[config.mk]
export PLATFORM = sky130hd
export DESIGN_NAME = pes_updown_counter
export DESIGN_NICKNAME = d
export VERILOG_FILES = /design/src/rtl/pes_cnt_pkg.sv /design/src/rtl/pes_cnt_prescaler.sv /design/src/rtl/pes_updown_counter.sv
export SDC_FILE = /design/constraint.sdc
export NUM_CORES = 1
export LEC_CHECK = 0
export CORE_UTILIZATION = 35
export CTS_CLUSTER_SIZE = 16
export DETAILED_ROUTE_END_ITERATION = 7
export PLACE_DENSITY = 0.68
export SLEW_MARGIN = 20
export SYNTH_ARGS = -nofsm -noshare
export SYNTH_HDL_FRONTEND = slang
export SYNTH_SLANG_ARGS = --single-unit
[constraint.sdc]
create_clock -name clk -period 2.2 [get_ports clk]
set_input_delay 0.33 -clock clk [delete_from_list [all_inputs] [get_ports clk]]
set_output_delay 0.33 -clock clk [all_outputs]
set_load 0.03 [all_outputs]
[src/rtl/pes_cnt_pkg.sv]
// Shared definitions for the pes_updown_counter family: mode encoding and the
// load clamp helper.
package pes_cnt_pkg;

    typedef enum logic [1:0] {
        CNT_UP     = 2'b00,
        CNT_DOWN   = 2'b01,
        CNT_BOUNCE = 2'b10,
        CNT_HOLD   = 2'b11
    } cnt_mode_e;

    // Saturate a load value at the largest legal count (MOD-1).
    function automatic logic [32:0] clamp_to_max(input logic [32:0] val,
                                                 input logic [32:0] max_val);
        return (val > max_val) ? max_val : val;
    endfunction

endpackage

[src/rtl/pes_cnt_prescaler.sv]
// Clock-enable divider: counts enabled cycles 0..PRESCALE-1 and raises tick on
// the enabled cycle that completes a period.
module pes_cnt_prescaler #(
    parameter int PRESCALE = 4
) (
    input  logic clk,
    input  logic reset,
    input  logic en,
    input  logic clr,
    output logic tick
);

    localparam int CW = (PRESCALE > 1) ? $clog2(PRESCALE) : 1;
    localparam logic [CW-1:0] LAST = CW'(PRESCALE - 1);
    localparam logic [CW-1:0] ONE  = CW'(1);

    logic [CW-1:0] cnt;

    assign tick = en && (cnt == LAST);

    always_ff @(posedge clk) begin
        if (reset || clr) begin
            cnt <= '0;
        end else if (en) begin
            cnt <= tick ? '0 : cnt + ONE;
        end
    end

endmodule

[src/rtl/pes_updown_counter.sv]
// Modulo-programmable up/down/bounce/hold counter with parallel load and a
// terminal-count pulse. Define PES_CNT_PRESCALE_EN to divide the step rate by PRESCALE.
module pes_updown_counter
    import pes_cnt_pkg::*;
#(
    parameter int              WIDTH    = 4,
    parameter longint unsigned MOD      = 64'd1 << WIDTH,
    parameter int              PRESCALE = 4
) (
    input  logic             clk,
    input  logic             reset,
    input  logic             en,
    input  logic [1:0]       mode,
    input  logic             load,
    input  logic [WIDTH-1:0] load_val,
    output logic [WIDTH-1:0] q,
    output logic             dir_down,
    output logic             tc
);

    // One extra bit keeps MOD-1 and the increment representable when MOD == 2**WIDTH.
    localparam logic [WIDTH:0] ONE       = (WIDTH+1)'(1);
    localparam logic [WIDTH:0] LAST      = (WIDTH+1)'(MOD - 1);
    localparam logic [32:0]    CLAMP_MAX = 33'(MOD - 1);

    cnt_mode_e       mode_e;
    logic            tick;
    logic            step;
    logic [WIDTH:0]  q_ext;
    logic [WIDTH:0]  q_inc;
    logic [WIDTH:0]  q_dec;
    logic [WIDTH-1:0] q_nxt;
    logic            dir_nxt;
    logic            tc_nxt;

`ifdef PES_CNT_PRESCALE_EN
    pes_cnt_prescaler #(
        .PRESCALE (PRESCALE)
    ) u_prescaler (
        .clk   (clk),
        .reset (reset),
        .en    (en),
        .clr   (load),
        .tick  (tick)
    );
`else
    // Without the prescaler every enabled edge is a step; PRESCALE has no effect.
    assign tick = (PRESCALE >= 1);
`endif

    assign mode_e = cnt_mode_e'(mode);
    assign step   = en && tick && (mode_e != CNT_HOLD);
    assign q_ext  = {1'b0, q};
    assign q_inc  = q_ext + ONE;
    assign q_dec  = q_ext - ONE;

    always_comb begin
        // NOTE: every output of this block gets a default first so no path infers a latch.
        q_nxt   = q;
        dir_nxt = dir_down;
        tc_nxt  = 1'b0;
        if (load) begin
            q_nxt = WIDTH'(clamp_to_max(33'(load_val), CLAMP_MAX));
        end else if (step) begin
            case (mode_e)
                CNT_UP: begin
                    if (q_ext == LAST) begin
                        q_nxt  = '0;
                        tc_nxt = 1'b1;
                    end else begin
                        q_nxt = WIDTH'(q_inc);
                    end
                end
                CNT_DOWN: begin
                    if (q_ext == '0) begin
                        q_nxt  = WIDTH'(LAST);
                        tc_nxt = 1'b1;
                    end else begin
                        q_nxt = WIDTH'(q_dec);
                    end
                end
                CNT_BOUNCE: begin
                    if (!dir_down) begin
                        if (q_ext == LAST) begin
                            q_nxt   = WIDTH'(LAST - ONE);
                            dir_nxt = 1'b1;
                            tc_nxt  = 1'b1;
                        end else begin
                            q_nxt = WIDTH'(q_inc);
                        end
                    end else begin
                        if (q_ext == '0) begin
                            q_nxt   = WIDTH'(ONE);
                            dir_nxt = 1'b0;
                            tc_nxt  = 1'b1;
                        end else begin
                            q_nxt = WIDTH'(q_dec);
                        end
                    end
                end
                default: ;
            endcase
        end
    end

    always_ff @(posedge clk) begin
        // NOTE: state registers use non-blocking assignments so all flops update together.
        if (reset) begin
            q        <= '0;
            dir_down <= 1'b0;
            tc       <= 1'b0;
        end else begin
            q        <= q_nxt;
            dir_down <= dir_nxt;
            tc       <= tc_nxt;
        end
    end

endmodule

# Word level (Yosys, flattened, before mapping)
# Index checks and enable logic that the tools add are counted.
# word_totals
ff_bits	6
output_inout_bits	6
word_cells	33
in_bits	10
# op_classes
n_bitwise	2
reduce_logical	8
add_sub_neg	2
n_eq_ne	4
n_mux	14
# ops
operator	n
2-to-1 mux 4 bit	7
one-hot mux 4 bit (3 select lines)	1
logical NOT 5 bit	1
2-to-1 mux 1 bit	5
adder 4 x 1 -> 4 bit (second input constant)	1
equality test 4 bit (second input constant)	1
nonzero test 4 bit	1
subtractor 4 x 1 -> 4 bit (second input constant)	1
one-hot mux 1 bit (3 select lines)	1
AND reduction 3 bit	1
OR reduction 3 bit	1
equality test 2 x 1 -> 1 bit (second input constant)	1
equality test 2 bit (second input constant)	1
logical NOT 2 bit	1
inequality test 2 bit (second input constant)	1
inverter 1 bit	2
AND reduction 2 bit	1
nonzero test 2 bit	1
logical AND 1 bit	1

# Logic depth before layout (Yosys ltp)
# Gate-level depths: netlist (run 1).
# depth
ltp_word	6
ltp_mapped	7
mapped_depth_nobuf	6

# Least setup slack after synthesis (run 1)
# Ideal clock, no wire load.
# synth_path
kind	reg2reg
start	register q[0]
end	register q[1]
setup_slack_ns	0.256
t_arrival_ns	1.811
stages_incl_launch_ff	7
period_less_slack_ns	1.944
cell_sequence	dfxtp_1 > inv_1 > ha_1 > mux2_2 > a22o_1 > a221oi_1 > o22ai_2
# synth_between
elab_chain_len	6
elab_cells_between_ends	12
# synth_rtl
element	line_no	rtl
start: declaration	pes_updown_counter.sv:16	output logic [WIDTH-1:0] q,
start signal: assignment	pes_updown_counter.sv:113	q <= q_nxt;
adder 4 x 1 -> 4 bit, or another cell as far along	pes_updown_counter.sv:54	assign q_inc = q_ext + ONE;
2-to-1 mux 4 bit (on tied branches)	pes_updown_counter.sv:84, pes_updown_counter.sv:92	
2-to-1 mux 4 bit	pes_updown_counter.sv:83	if (!dir_down) begin
one-hot mux 4 bit (3 select lines) *	pes_updown_counter.sv:65	case (mode_e)
2-to-1 mux 4 bit *	pes_updown_counter.sv:64	end else if (step) begin
2-to-1 mux 4 bit *	pes_updown_counter.sv:62	if (load) begin
# Mark *: on every way between the ends. The rest lies on a longest branch, timed or not. The select of a mux whose other input is x is not followed.
# A chain may end at the register's enable or synchronous reset.

# Worst setup path in the final report (run 1)
# layout_path
start	register q[2]
end	output q[2]
# No word-level cell between the ends.

==> metrics.md, run 1 <==
| Metric | Value |
|---|---|
| Outcome | `complete, no violations` |
| Count of final hold-check violations | `0` |
| Commonest cells in the synthesized netlist | `9 x a21oi_1, 9 x inv_1, 8 x ha_1` |
| FMAX | `510.4 MHz` |
| Lkg Pwr | `0.3946 nW` |
| GRT Total Usage | `17.78%` |
| Core area | `0.001962 mm^2` |
| Hold-fix buffers, CTS | `0` |
| Startpoint Class | `register` |
| Via Count | `754` |
| Layout fillers | `198` |
| GRT Max-Usage Layer | `met2` |
| CP Capture Point | `q[2]` |
| Clk root buf | `clkbuf_4` |
| MaxCap Viol Count | `0` |
| Worst R2R End | `q[1]` |
| CP startpoint | `q[2]` |
| Initial antenna violation count | `0` |
| Top_reg_cell synth | `dfxtp_1` |
| Routed wire per std cell | `12.50 um` |
| Max H-tree Level | `1` |
| Seq/Total Area, Yosys | `16.41%` |
| Crit end category | `primary output` |
| Max-slew violations | `0` |
| Worst path cell trace | `clkdlybuf4s50_1` |
| Skew-Pair Late Insertion Delay | `0.24 ns` |
| Cell variety after synth | `36` |
| Mapped Cells | `92` |
| Die ar. | `0.002278 mm^2` |
| Initial Utilization | `37.31%` |
| #FFs+latches synth | `6` |
| Clock Path Buffers | `2` |
| Number of flops mapped to enable cells by yosys | `0` |
| Synthesized Nets | `110` |
| Data arrival, critical path | `1.63 ns` |
| M2 GR Usage | `28.92%` |
| R2R Setup Slk | `0.32 ns` |
| Number of DRC markers in iteration 0 | `34` |
| Worst Path Class, Setup | `reg -> out` |
| DIE HEIGHT | `47.73 um` |
| R2R depth | `6` |
| Stages on worst setup path | `1` |
| Crit path max-delay family | `buffers and inverters` |
| Number of buffers created by CTS | `3` |
| Critical Path RT | `1.87 ns` |
| Yosys warns | `0` |
| Fin cells | `139` |
| Inserted Diodes | `0` |
| Number of top-level pins | `16` |
| Share of cells above drive strength 1 | `16.96%` |
| Post-placement cell count | `136` |
| Syn Std Cell Area | `732.0 um^2` |
| CTS tree | `yes` |
| Worst hold path class | `reg -> reg` |
| Overall power | `0.0003935 W` |
| Share of the synthesized area in the top cell type | `16.41%` |
| Worst path buffer plus inverter count | `1` |
| Critical path fanouts, max | `16` |
| Cell Rows | `16` |
| Critical Path Max Stage Delay | `0.77 ns` |
| GPL Wtd Cong | `0.7491` |
| Synth-to-layout area growth | `31.79%` |
| Min Tclk post-route | `1.959 ns` |
| Worst-margin pin slew | `0.4970 ns` |
| Placed wire-length estimate | `1.354 mm` |
| Setup violators final | `0` |
| Avg Cell Area, Syn | `7.956 um^2` |
| Clk pin slew, worst setup/hold paths | `0.04 ns` |
| Vias in the first global route | `691` |
| Asr flop ratio synth | `0%` |
| Remaining antenna violation count after routing | `0` |
| Via density | `5.424` |
| Met1 GRT Util | `22.97%` |
| Resize count post-CTS | `0` |
| Setup Total Neg Slack | `0 ns` |
| Slew headroom | `66.82%` |
| Synth area leader | `dfxtp_1` |
| Unrepaired setup endpoints after global routing | `no` |
| Global-route wire length before repair | `2.870 mm` |
| Worst r2r src | `q[0]` |
| Ranking of synthesized cells by area | `dfxtp_1 16%, ha_1 14%, a21oi_1 6.2%, inv_1 4.6%, mux2_2 4.6%` |
| Clock tree sinks | `6` |
| Max IR drop VDD | `0.1830 mV` |
| TritonRoute pass-1 iters | `4` |
| Clock skew | `0.005862 ns` |
| DRT Wirelength | `1.738 mm` |
| # port buffers | `15` |
| Max stage delay cell, worst path | `clkdlybuf4s50_1` |
| Fin nets | `132` |
| Postcts setup bufs | `0` |
| Die W | `47.73 um` |
| Remaining Overflow, GRT | `0` |
| Period utilisation layout | `89.06%` |
| P per Cell Area | `407.9 mW/mm^2` |
| GR Util met3 | `4.528%` |
| DRC viols | `0` |
| Largest net degree at the start of global routing | `17` |
-- cells in the final DEF, fill, tap and decap left out, types with 3 or more instances in the layout --
master           synthesis  routed
clkdlybuf4s50_1          0      15
dfxtp_1                  6       6
o21ai_1                  4       4
nand2_1                  5       5
clkbuf_4                 0       3
ha_1                     8       8
nor2_1                   4       4
buf_4                    0       7
a21oi_1                  9       9
nor2b_1                  4       4
a221oi_1                 3       3
inv_1                    9       9
mux2_2                   3       3
-- through the flow --
| step | hold slack [ns] | setup WS, ns | area [um^2] | utilization, % |
|---|---|---|---|---|
| 6_report | 0.6446 | 0.2406 | 964.7 | 49.17 |
| 5_1_grt | 0.6946 | 0.1624 | 964.7 | 49.17 |
| 4_1_cts | 0.6511 | 0.2364 | 964.7 | 49.17 |
| 3_5_place_dp | 0.6443 | -0.00008438 | 942.2 | 48.02 |
| 3_3_place_gp | 0.6366 | 0.04767 | 942.2 | 48.02 |
| 2_1_floorplan | 0.4024 | 0.2558 | 732.0 | - |
-- metal layers --
metal | part of all wire (%) | routed length, um
met1 | 46 | 793
met4 | 0 | 0
met3 | 6.5 | 113
met2 | 48 | 830
met5 | 0 | 0
-- flip-flops by register name, indices dropped and copies added (netlist names) --
| name | count |
|---|---|
| dir_down | 1 |
| q | 4 |
| tc | 1 |
-- worst min-delay path by stage --
stage	startpoint	to	cells after the start
floorplan	reset	dir_down	1
global placement	q[1]	q[1]	3
detailed placement	q[1]	q[1]	3
CTS	q[1]	q[1]	3
global route	q[1]	q[1]	3
finish	q[1]	q[1]	3
-- cells by family after synthesis --
group	count (synthesis)	share of synthesized area, %
multiplexers	3	4.615
AO/OA/AOI/OAI	31	31.28
flip-flops	6	16.41
AND/OR/NAND/NOR	29	24.61
XOR/XNOR	1	1.197
adder cells (fa/ha/maj)	8	13.68
buffers and inverters	14	8.204
-- report_power, final --
part | internal (W) | switching [W]
clock network | 0.0000617 | 0.0000391
logic | 0.0000820 | 0.0000821
registers | 0.000115 | 0.0000132
total | 0.000259 | 0.000134
-- final cells by class --
| cell class | count | area [um^2] | area share (%) |
|---|---|---|---|
| inverter | 9 | 33.78 | 3.502 |
| clock buffer | 3 | 22.52 | 2.335 |
| multi-input combinational | 72 | 551.8 | 57.20 |
| sequential | 6 | 120.1 | 12.45 |
| timing repair buffer | 22 | 202.7 | 21.01 |
| tap | 27 | 33.78 | 3.502 |
(Power assumes the default switching activity.)
==> inputs of run 2 (changes only) <==
--- a/config.mk
+++ b/config.mk
@@ -5,6 +5,7 @@
 export SDC_FILE = /design/constraint.sdc
 export NUM_CORES = 1
 export LEC_CHECK = 0
+export ABC_AREA = 0
 export CORE_UTILIZATION = 35
 export CTS_CLUSTER_SIZE = 16
 export DETAILED_ROUTE_END_ITERATION = 7
==> results of run 2 <==
No change in the layout: final DEF, timing and power equal those of run 1.
